==> config.mk <==
export PLATFORM = sky130hd
export DESIGN_NAME = ofdm_frame_rx_ctrl
export DESIGN_NICKNAME = d
export VERILOG_FILES = /design/src/rtl/ofdm_frame_rx_ctrl_pkg.sv /design/src/rtl/ofdm_frame_rx_ctrl_fch_parser.sv /design/src/rtl/ofdm_frame_rx_ctrl.sv
export SDC_FILE = /design/constraint.sdc
export NUM_CORES = 1
export LEC_CHECK = 0
export ABC_AREA = 1
export BUFFER_PORTS_ARGS = -buffer_cell sky130_fd_sc_hd__buf_2
export CORE_AREA = 10 10 118 120
export CTS_CLUSTER_DIAMETER = 50
export CTS_CLUSTER_SIZE = 10
export DETAILED_ROUTE_END_ITERATION = 8
export DIE_AREA = 0 0 128 130
export PLACE_DENSITY = 0.82
export REMOVE_ABC_BUFFERS = 1
export SYNTH_ARGS = -nofsm -noshare
export SYNTH_HDL_FRONTEND = slang
export SYNTH_SLANG_ARGS = --single-unit
==> constraint.sdc <==
create_clock -name clk -period 4.9 [get_ports clk]
set_clock_uncertainty 0.2 [all_clocks]
set_input_delay 0.735 -clock clk [delete_from_list [all_inputs] [get_ports clk]]
set_output_delay 0.735 -clock clk [all_outputs]
set_load 0.03 [all_outputs]
==> src/rtl/ofdm_frame_rx_ctrl_pkg.sv <==
// ---------------------------------------------------------------------------
// ofdm_frame_rx_ctrl_pkg
//   Definitions shared by the OFDM frame receive controller and its FCH
//   parser: receive-state encodings (visible on o_state), FCH byte count and
//   bit positions, the BPSK modulation code used for the FCH symbol, and the
//   FCH field decode helper.
// ---------------------------------------------------------------------------
package ofdm_frame_rx_ctrl_pkg;

   typedef enum logic [2:0] {
      ST_IDLE     = 3'd0,
      ST_PREAMBLE = 3'd1,
      ST_CP       = 3'd2,
      ST_SYMBOL   = 3'd3,
      ST_DONE     = 3'd4
   } rx_state_t;

   // FCH is carried BPSK-modulated in symbol 0
   localparam int BPSK_MOD = 1;

   localparam int FCH_BYTES    = 3;
   // byte0 bit 6 is reserved and must be zero
   localparam int FCH_RSVD_BIT = 6;
   // byte0 bit 7 is the LSB of the repetition coding indicator
   localparam int FCH_REP_BIT  = 7;

   typedef struct packed {
      logic [7:0] data_frame_size;
      logic [2:0] coding_indicator;
      logic [1:0] repition_coding_indicator;
      logic [5:0] subchanale_bitmap;
      logic       error;
   } fch_fields_t;

   // Decode the three FCH bytes; error flags nonzero reserved bits
   // (byte0[6] and byte2[7:4]).
   function automatic fch_fields_t fch_decode(input logic [7:0] b0,
                                              input logic [7:0] b1,
                                              input logic [7:0] b2);
      fch_fields_t f;
      f.subchanale_bitmap         = b0[5:0];
      f.repition_coding_indicator = {b1[0], b0[FCH_REP_BIT]};
      f.coding_indicator          = b1[3:1];
      f.data_frame_size           = {b2[3:0], b1[7:4]};
      f.error                     = b0[FCH_RSVD_BIT] | (|b2[7:4]);
      return f;
   endfunction

endpackage

==> src/rtl/ofdm_frame_rx_ctrl_fch_parser.sv <==
// ---------------------------------------------------------------------------
// ofdm_fch_parser
//   Captures the first three demapped FCH bytes of a frame, decodes the
//   header fields and raises fch_done / fch_error.
//   clk, reset        : clock, async active-high reset
//   clear             : accepted frame start; wipes all FCH state
//   active            : controller is inside a frame (not IDLE)
//   fch_valid/data    : demapped FCH byte stream
//   symbol_index      : symbols completed so far (FCH timeout check)
//   data_frame_size, coding_indicator, repition_coding_indicator,
//   subchanale_bitmap : decoded fields, updated when byte 2 arrives
//   fch_done          : high from the cycle after byte 2 is accepted
//   fch_error         : reserved bits set, or FCH missing by symbol 3
// ---------------------------------------------------------------------------
module ofdm_fch_parser
   import ofdm_frame_rx_ctrl_pkg::*;
(
   input  logic        clk,
   input  logic        reset,
   input  logic        clear,
   input  logic        active,
   input  logic        fch_valid,
   input  logic [7:0]  fch_data,
   input  logic [15:0] symbol_index,
   output logic [7:0]  data_frame_size,
   output logic [2:0]  coding_indicator,
   output logic [1:0]  repition_coding_indicator,
   output logic [5:0]  subchanale_bitmap,
   output logic        fch_done,
   output logic        fch_error
);

   logic [7:0]  byte0, byte1;
   logic [1:0]  byte_cnt;
   fch_fields_t dec;

   // byte 2 is decoded straight off the bus so fields land with fch_done
   assign dec = fch_decode(byte0, byte1, fch_data);

   always_ff @(posedge clk or posedge reset) begin
      if (reset) begin
         byte0                     <= '0;
         byte1                     <= '0;
         byte_cnt                  <= '0;
         data_frame_size           <= '0;
         coding_indicator          <= '0;
         repition_coding_indicator <= '0;
         subchanale_bitmap         <= '0;
         fch_done                  <= 1'b0;
         fch_error                 <= 1'b0;
      end else if (clear) begin
         byte0                     <= '0;
         byte1                     <= '0;
         byte_cnt                  <= '0;
         data_frame_size           <= '0;
         coding_indicator          <= '0;
         repition_coding_indicator <= '0;
         subchanale_bitmap         <= '0;
         fch_done                  <= 1'b0;
         fch_error                 <= 1'b0;
      end else if (active) begin
         // fch_done gates capture, so bytes past the third are dropped
         if (fch_valid && !fch_done) begin
            case (byte_cnt)
               2'd0: byte0 <= fch_data;
               2'd1: byte1 <= fch_data;
               default: begin
                  data_frame_size           <= dec.data_frame_size;
                  coding_indicator          <= dec.coding_indicator;
                  repition_coding_indicator <= dec.repition_coding_indicator;
                  subchanale_bitmap         <= dec.subchanale_bitmap;
                  fch_done                  <= 1'b1;
                  if (dec.error) fch_error <= 1'b1;
               end
            endcase
            if (byte_cnt != 2'(FCH_BYTES - 1)) byte_cnt <= byte_cnt + 2'd1;
         end
         // header never arrived within the first three symbols
         if (!fch_done && symbol_index >= 16'd3) fch_error <= 1'b1;
      end
   end

endmodule

==> src/rtl/ofdm_frame_rx_ctrl.sv <==
// ---------------------------------------------------------------------------
// ofdm_frame_rx_ctrl
//   Receive-side frame controller: after a start pulse it drops the two
//   preambles, then for every OFDM symbol drops the cyclic prefix and
//   forwards the useful samples toward the FFT. The FCH parser tells it how
//   many data symbols follow; the frame ends when enough symbols are in or
//   the FCH is bad/missing.
//   clk, reset             : clock, async active-high reset
//   start                  : frame-detect pulse (honoured in IDLE only)
//   in_valid, in_data_i/q  : received I/Q samples
//   fch_valid, fch_data    : demapped FCH bytes
//   out_valid, out_data_i/q: CP-stripped samples, one-cycle latency
//   out_symbol_last        : marks the last sample of each symbol
//   FCH fields, fch_done, fch_error : from the FCH parser
//   symbol_index           : symbols completed in this frame
//   done_receive           : one-cycle pulse while in DONE
//   o_state                : current state encoding
// ---------------------------------------------------------------------------
module ofdm_frame_rx_ctrl
   import ofdm_frame_rx_ctrl_pkg::*;
#(
   parameter int DATA_SIZE     = 16,
   parameter int SYMBOLS_SIZE  = 256,
   parameter int CP_LENGHT     = 8,
   parameter int PREAMBLE_SIZE = 256
) (
   input  logic                 clk,
   input  logic                 reset,
   input  logic                 start,
   input  logic                 in_valid,
   input  logic [DATA_SIZE-1:0] in_data_i,
   input  logic [DATA_SIZE-1:0] in_data_q,
   input  logic                 fch_valid,
   input  logic [7:0]           fch_data,
   output logic                 out_valid,
   output logic [DATA_SIZE-1:0] out_data_i,
   output logic [DATA_SIZE-1:0] out_data_q,
   output logic                 out_symbol_last,
   output logic [7:0]           data_frame_size,
   output logic [2:0]           coding_indicator,
   output logic [1:0]           repition_coding_indicator,
   output logic [5:0]           subchanale_bitmap,
   output logic                 fch_done,
   output logic                 fch_error,
   output logic [15:0]          symbol_index,
   output logic                 done_receive,
   output logic [2:0]           o_state
);

   localparam int CNT_W = $clog2(2*PREAMBLE_SIZE + SYMBOLS_SIZE + CP_LENGHT);
   localparam logic [CNT_W-1:0] PRE_LAST = CNT_W'(2*PREAMBLE_SIZE - 1);
   localparam logic [CNT_W-1:0] CP_LAST  = CNT_W'(CP_LENGHT - 1);
   localparam logic [CNT_W-1:0] SYM_LAST = CNT_W'(SYMBOLS_SIZE - 1);

   rx_state_t        state;
   logic [CNT_W-1:0] sample_cnt;
   logic             start_acc;
   logic             abort;
   logic [15:0]      sym_next;
   logic [16:0]      frame_need;

   assign o_state    = state;
   assign start_acc  = (state == ST_IDLE) && start;
   // a bad or missing FCH kills the frame from any in-frame state
   assign abort      = fch_error && (state == ST_PREAMBLE || state == ST_CP ||
                                     state == ST_SYMBOL);
   assign sym_next   = symbol_index + 16'd1;
   // FCH symbol plus data_frame_size data symbols
   assign frame_need = {9'd0, data_frame_size} + 17'd1;

   always_ff @(posedge clk or posedge reset) begin
      if (reset) begin
         state           <= ST_IDLE;
         sample_cnt      <= '0;
         symbol_index    <= '0;
         out_valid       <= 1'b0;
         out_symbol_last <= 1'b0;
         out_data_i      <= '0;
         out_data_q      <= '0;
         done_receive    <= 1'b0;
      end else begin
         out_valid       <= 1'b0;
         out_symbol_last <= 1'b0;
         done_receive    <= 1'b0;
         if (abort) begin
            state        <= ST_DONE;
            done_receive <= 1'b1;
         end else begin
            case (state)
               ST_IDLE: begin
                  if (start) begin
                     state        <= ST_PREAMBLE;
                     sample_cnt   <= '0;
                     symbol_index <= '0;
                  end
               end
               ST_PREAMBLE: begin
                  if (in_valid) begin
                     if (sample_cnt == PRE_LAST) begin
                        state      <= ST_CP;
                        sample_cnt <= '0;
                     end else begin
                        sample_cnt <= sample_cnt + CNT_W'(1);
                     end
                  end
               end
               ST_CP: begin
                  // FCH completed after the last needed symbol already ended
                  if (fch_done && {1'b0, symbol_index} >= frame_need) begin
                     state        <= ST_DONE;
                     done_receive <= 1'b1;
                  end else if (in_valid) begin
                     if (sample_cnt == CP_LAST) begin
                        state      <= ST_SYMBOL;
                        sample_cnt <= '0;
                     end else begin
                        sample_cnt <= sample_cnt + CNT_W'(1);
                     end
                  end
               end
               ST_SYMBOL: begin
                  if (in_valid) begin
                     out_valid  <= 1'b1;
                     out_data_i <= in_data_i;
                     out_data_q <= in_data_q;
                     if (sample_cnt == SYM_LAST) begin
                        out_symbol_last <= 1'b1;
                        symbol_index    <= sym_next;
                        sample_cnt      <= '0;
                        // fch_done here is the value before this cycle
                        if (fch_done && {1'b0, sym_next} >= frame_need) begin
                           state        <= ST_DONE;
                           done_receive <= 1'b1;
                        end else begin
                           state <= ST_CP;
                        end
                     end else begin
                        sample_cnt <= sample_cnt + CNT_W'(1);
                     end
                  end
               end
               default: state <= ST_IDLE;
            endcase
         end
      end
   end

   ofdm_fch_parser u_fch_parser (
      .clk                       (clk),
      .reset                     (reset),
      .clear                     (start_acc),
      .active                    (state != ST_IDLE),
      .fch_valid                 (fch_valid),
      .fch_data                  (fch_data),
      .symbol_index              (symbol_index),
      .data_frame_size           (data_frame_size),
      .coding_indicator          (coding_indicator),
      .repition_coding_indicator (repition_coding_indicator),
      .subchanale_bitmap         (subchanale_bitmap),
      .fch_done                  (fch_done),
      .fch_error                 (fch_error)
   );

endmodule

After elaboration in Yosys (flattened, before gate mapping)

Index checks and enable logic that the tools add are counted.

$lt $le $gt $ge: 3
Mux-type cells: 75
Bitwise logic cells: 2
Reduce and logical (&&, ||, !) cells: 32
Add/sub/neg operators: 4
Eq/ne operators: 23

Operators with widths:

| operator                | number |
|---|---|
| $mux W8                 | 12 |
| $mux W10                | 8 |
| $mux W16                | 3 |
| $mux W3                 | 14 |
| $pmux W10 S4            | 1 |
| $ge A16 B9 Y1           | 2 |
| $pmux W16 S2            | 1 |
| $mux W6                 | 4 |
| $mux W1                 | 22 |
| $add A16 B1 Y16 const B | 1 |
| $ge A16 B2 Y1 const B   | 1 |
| $mux W2                 | 8 |
| $reduce_and A3 Y1       | 5 |
| $reduce_and A7 Y1       | 2 |
| $ne A2 B2 Y1 const B    | 6 |
| $pmux W3 S4             | 1 |
| $reduce_bool A2 Y1      | 6 |
| $add A10 B1 Y10 const B | 1 |
| $eq A10 B3 Y1 const B   | 1 |
| $eq A10 B8 Y1 const B   | 1 |
| $eq A10 B9 Y1 const B   | 1 |
| $add A8 B1 Y9 const B   | 1 |
| $ne A3 B3 Y1 const B    | 3 |
| $reduce_bool A3 Y1      | 3 |
| other kinds (22)        | 31 |

Output and inout bits: 75
Register bits: 103

Logic depth before layout (Yosys ltp)

Depth in word-level cells: 8
Depth in mapped cells: 21
Mapped depth without buffers: 21

Hierarchy

A second synthesis with hierarchy kept.

Cells, all modules: 713
Area, all modules: 5700.5 µm²

Modules (own cells, without submodules):

| module             | cells an instance | instances | area an instance (µm²) | sequential area each (µm²) |
|---|---|---|---|---|
| ofdm_frame_rx_ctrl | 519               | 1         | 3923.8                 | 1601.5 |
| ofdm_fch_parser    | 194               | 1         | 1776.7                 | 975.9 |

Least setup slack after synthesis

Ideal clock, no wire load.

Kind: flip-flop to flip-flop
From: register symbol_index[0]
To: register state[1] (netlist: o_state[1])
Arrival: 2360 ps
Setup slack: 2275 ps
Period minus slack after synthesis: 2625 ps
Stages on the path, launching flop included: 20
Path buffers: 0
Required time: 4635 ps
Cell sequence: dfrtp_1 > ha_1 > nand2_1 > nor2_2 > xor2_1 > inv_1 > ha_1 > nand2_1 > inv_1 > nand2_1 > nand3_1 > nand2_1 > nand2_1 > nand2_1 > nand2_2 > a21oi_2 > nor2_1 > nor2_1 > nand2_1 > nand2_1

Word-level cells in the longest chain between the ends: 8

Ends and longest elaborated chain:

| what                   | RTL line                  | source |
|---|---|---|
| from (decl)            | ofdm_frame_rx_ctrl.sv:45  | `output logic [15:0] symbol_index,` |
| from (signal assigned) | ofdm_frame_rx_ctrl.sv:128 | `symbol_index <= sym_next;` |
| $add A16 B1 Y16        | ofdm_frame_rx_ctrl.sv:67  | `assign sym_next = symbol_index + 16'd1;` |
| $ge A16 B9 Y1          | ofdm_frame_rx_ctrl.sv:131 | `if (fch_done && {1'b0, sym_next} >= frame_need) begin` |
| $logic_and A1 B1 Y1    | ofdm_frame_rx_ctrl.sv:131 |  |
| $mux W3                | ofdm_frame_rx_ctrl.sv:131 |  |
| $mux W3                | ofdm_frame_rx_ctrl.sv:126 | `if (sample_cnt == SYM_LAST) begin` |
| $mux W3                | ofdm_frame_rx_ctrl.sv:122 | `if (in_valid) begin` |
| $pmux W3 S4            | ofdm_frame_rx_ctrl.sv:89  | `case (state)` |
| $mux W3                | ofdm_frame_rx_ctrl.sv:85  | `if (abort) begin` |
| to (signal assigned)   | ofdm_frame_rx_ctrl.sv:86  | `state <= ST_DONE;` |
| to (signal assigned)   | ofdm_frame_rx_ctrl.sv:92  | `state <= ST_PREAMBLE;` |
| to (signal assigned)   | ofdm_frame_rx_ctrl.sv:132 | `state <= ST_DONE;` |
| to (decl)              | ofdm_frame_rx_ctrl.sv:55  | `rx_state_t state;` |

Parallel ways exist; a longest one is shown, timed or not. The select of a mux whose other input is x is not followed.
A chain may end at the register's enable or synchronous reset.

Final worst setup path

From: register u_fch_parser.data_frame_size[1]
To: register sample_cnt[0]

Word-level cells in the longest chain between the ends: 5

Ends and longest elaborated chain:

| what                               | RTL line                            | source |
|---|---|---|
| from (decl)                        | ofdm_frame_rx_ctrl_fch_parser.sv:25 | `output logic [7:0] data_frame_size,` |
| from (signal assigned)             | ofdm_frame_rx_ctrl_fch_parser.sv:68 | `data_frame_size <= dec.data_frame_size;` |
| $add A8 B1 Y9                      | ofdm_frame_rx_ctrl.sv:69            | `assign frame_need = {9'd0, data_frame_size} + 17'd1;` |
| $ge A16 B9 Y1                      | ofdm_frame_rx_ctrl.sv:109           | `if (fch_done && {1'b0, symbol_index} >= frame_need) begin` |
| $logic_and A1 B1 Y1                | ofdm_frame_rx_ctrl.sv:109           |  |
| $ne A2 B2 Y1 (no source line)      | -                                   |  |
| $reduce_and A7 Y1 (no source line) | -                                   |  |
| to (signal assigned)               | ofdm_frame_rx_ctrl.sv:103           | `sample_cnt <= sample_cnt + CNT_W'(1);` |
| to (signal assigned)               | ofdm_frame_rx_ctrl.sv:117           | `sample_cnt <= sample_cnt + CNT_W'(1);` |
| to (signal assigned)               | ofdm_frame_rx_ctrl.sv:138           | `sample_cnt <= sample_cnt + CNT_W'(1);` |
| to (decl)                          | ofdm_frame_rx_ctrl.sv:56            | `logic [CNT_W-1:0] sample_cnt;` |

No other way between the ends.

==> impl_metrics.json <==
{
  "maxSlewViolCount": 0,
  "antennaDiodeCount": 0,
  "vias_per_cell": 5.120,
  "fp-row-count": 40,
  "fin_tns_setup_ns": 0,
  "fin_nets": 870,
  "path_class": "reg2reg",
  "rsz0062_at_grt": "no",
  "crit_path_max_fanout": 11,
  "drt_iter0_markers": 330,
  "io_pins": 120,
  "synth.top_cell.area_share": 0.4742,
  "antenna_found_initial": 0,
  "core-area_um2": 11710,
  "drv_cap": 0,
  "grt_pass1_vias": 4760,
  "avgSynthCellArea_um2": 7.900,
  "irDropWorstVdd_mv": 0.3308,
  "ys_top_cells_by_area": "dfrtp_1, nand2_1, nand3_1, ha_1, inv_1",
  "cts_tree": "yes",
  "postRouteAntennaNets": 0,
  "synth-edff-count": 0,
  "cts-root-buf": "clkbuf_16",
  "io_buffers": 119,
  "wl_per_cell_um": 14.39,
  "post-route-period-util": 0.6027,
  "power_density_nw_per_um2": 581.9,
  "synthFlopType": "dfrtp_1",
  "period_minus_slack_ns": 2.953,
  "synthMostInstantiatedCell": "nand2_1",
  "clk_latency_ns": 0.34,
  "setup_viol": 0,
  "grt_use_total": 0.1638,
  "cp.arrival_ns": 2.99,
  "fillers": 1118,
  "crit_path_end_kind": "flop",
  "crit_chain": "ha_1 > nand2_2 > nor2_1 > xor2_1 > inv_1 > ha_1 > nand2_1 > inv_1 > nand2_1 > nand3_1 > nand2_1 > nand2_1 > nand2_1 > nand2_1 > nand3_1 > nand2_1 > inv_2 > o21ai_0 > o21a_1",
  "dp.cells": 939,
  "netlist_top_cells_count": "nand2_1, dfrtp_1, inv_1",
  "cts_buffer_depth": 2,
  "required_ns": 4.94,
  "crit_path_start_kind": "flop",
  "cts_hold_buf": 0,
  "synth_top_area_cell": "dfrtp_1",
  "cpLargestDelayFamily": "simple AND/OR/NAND/NOR gates",
  "seqCellArea_um2": 2577,
  "yosysSeqAreaShare": 0.4742,
  "syn_to_final_growth_pct": 18.23,
  "grt_max_degree": 71,
  "drt-pass1-iter-count": 5,
  "synth.distinct_cells": 36,
  "globalplace.congestion": 0.8713,
  "hp-class": "reg2reg",
  "instances_no_fill": 955,
  "htree_levels": 3,
  "clock.fmax_mhz": 338.6,
  "hold_viol": 0,
  "slowest_stage": "dfrtp_1",
  "numCtsBuffers": 9,
  "die_h_um": 130,
  "clk_pin_slew_worst_paths_ns": 0.07,
  "cp_num_buf_inv": 3,
  "vias": 4890,
  "cellLeakagePower_nw": 3.462,
  "die_x_um": 128,
  "start_util": 0.4641,
  "cp_slowest_stage_delay_ns": 0.41,
  "drive_above_1_share": 0.2092,
  "dieArea_um2": 16640,
  "cts.repair.resized": 0,
  "synth-seq-cells": 103,
  "worst_pin_slew_ns": 0.9798,
  "post_cts_buffers": 0,
  "grt-ovfl-total": 0,
  "crit_path_frequent_cell": "nand2_1",
  "grt_first_pass_wirelength_mm": 22.71,
  "max-slew-margin-rel": 0.3461,
  "dp_hpwl_mm": 10.22,
  "yosys_warnings": 0,
  "multiInputGateArea_um2": 2455,
  "syn_inst": 688,
  "drcViolationCount": 0,
  "reg2reg_slack_ns": 1.95,
  "numClockSinks": 103,
  "status": "complete, no violations",
  "ys_async_sr_fraction": 1.000,
  "totalWireLength_mm": 13.74,
  "synthesis.area_um2": 5435
}
## logic make-up (layout without fill, tap and decap cells)
kind of cell,after synthesis,after routing,synth area share
DFF,103,103,0.4742
AOI/OAI and AO/OA,89,89,0.09531
adders and majority gates,22,22,0.05064
xor gates and xnor gates,12,12,0.01934
and+or+nand+nor,363,363,0.2864
buffers and inverters,99,219,0.07412
## cells in the final DEF, fill, tap and decap left out, types with 2 or more instances in the layout
cell / instances
nand2_1: 230
buf_2: 119
dfrtp_1: 103
inv_1: 72
nand3_1: 61
nor2_1: 35
o21ai_0: 33
ha_1: 22
o22ai_1: 15
a21oi_1: 15
nand4_1: 11
xor2_1: 11
o21ai_1: 9
clkbuf_16: 9
nor2_2: 7
nand2_2: 6
nor2_4: 5
buf_4: 5
nor3_1: 4
inv_2: 4
nor4_1: 3
a31oi_1: 3
clkinv_2: 3
o31ai_1: 3
a21oi_2: 2
o31ai_2: 2
clkinvlp_4: 2
## flip-flops by register name, summed over array words and instances (netlist names)
name	flops
out_data_q	16
done_receive	1
u_fch_parser.data_frame_size	8
u_fch_parser.subchanale_bitmap	6
u_fch_parser.fch_done	1
u_fch_parser.repition_coding_indicator	2
out_data_i	16
o_state	3
sample_cnt	10
u_fch_parser.byte1	8
out_valid	1
u_fch_parser.coding_indicator	3
symbol_index	16
u_fch_parser.fch_error	1
u_fch_parser.byte_cnt	2
u_fch_parser.byte0	8
out_symbol_last	1
## path summary, 6_finish.rpt
kind / start / endpoint / cells after the start
hold / removal: out_data_q[1]$_DFFE_PP0P_ / out_data_q[1]$_DFFE_PP0P_ / 2
max in group asynchronous: reset / u_fch_parser.data_frame_size[0]$_DFFE_PP0P_ / 3
hold reg to reg: out_data_q[1]$_DFFE_PP0P_ / out_data_q[1]$_DFFE_PP0P_ / 2
setup / recovery: u_fch_parser.data_frame_size[1]$_DFFE_PP0P_ / sample_cnt[0]$_DFFE_PP0P_ / 19
setup reg to reg: u_fch_parser.data_frame_size[1]$_DFFE_PP0P_ / sample_cnt[0]$_DFFE_PP0P_ / 19
min in group asynchronous: reset / out_data_i[9]$_DFFE_PP0P_ / 2
## where the power goes
group / leakage [nW] / total (W) / switching [W] / internal [W]
Clock: 0.132 / 0.000671 / 0.000314 / 0.000358
Sequential: 1.37 / 0.00129 / 0.000179 / 0.00111
Combinational: 1.96 / 0.00178 / 0.00127 / 0.000511
## metal layers
| layer | share of wire | GRT usage |
|---|---|---|
| met2 | 0.47 | 0.2553 |
| met1 | 0.45 | 0.2168 |
| met5 | 0 | 0 |
| met3 | 0.051 | 0.03448 |
| met4 | 0.026 | 0.06887 |
## worst reg2reg max path: stages, from the launching register on
cell,delay (ns)
dfrtp_1,0.41
ha_1,0.22
nand2_2,0.09
nor2_1,0.13
xor2_1,0.15
inv_1,0.07
ha_1,0.27
nand2_1,0.06
inv_1,0.04
nand2_1,0.05
nand3_1,0.07
nand2_1,0.06
nand2_1,0.07
nand2_1,0.07
nand2_1,0.06
nand3_1,0.09
nand2_1,0.28
inv_2,0.25
o21ai_0,0.11
o21a_1,0.11
## final cells by class
class,count,area share
Sequential cell,103,0.4011
Multi-Input combinational cell,486,0.3820
Timing Repair Buffer,124,0.09852
Inverter,79,0.04673
Clock buffer,11,0.03777
Tap cell,147,0.02862
Clock inverter,5,0.005257
## per-stage QoR
stage / area, um2 / setup slack (ns) / total power, W / hold WS, ns / util
after detailed placement: 6150 / 1.976 / 0.003081 / 0.2591 / 0.5251
after global routing: 6426 / 1.575 / 0.004033 / 0.3050 / 0.5487
final: 6426 / 1.947 / 0.003739 / 0.2728 / 0.5487
after CTS: 6426 / 1.947 / 0.003761 / 0.2774 / 0.5487
after floorplan: 5330 / 1.261 / 0.002543 / 0.2465 / -
after global placement: 6150 / 2.067 / 0.003035 / 0.2569 / 0.5251
Note: power is estimated with default switching activity, not from simulation.
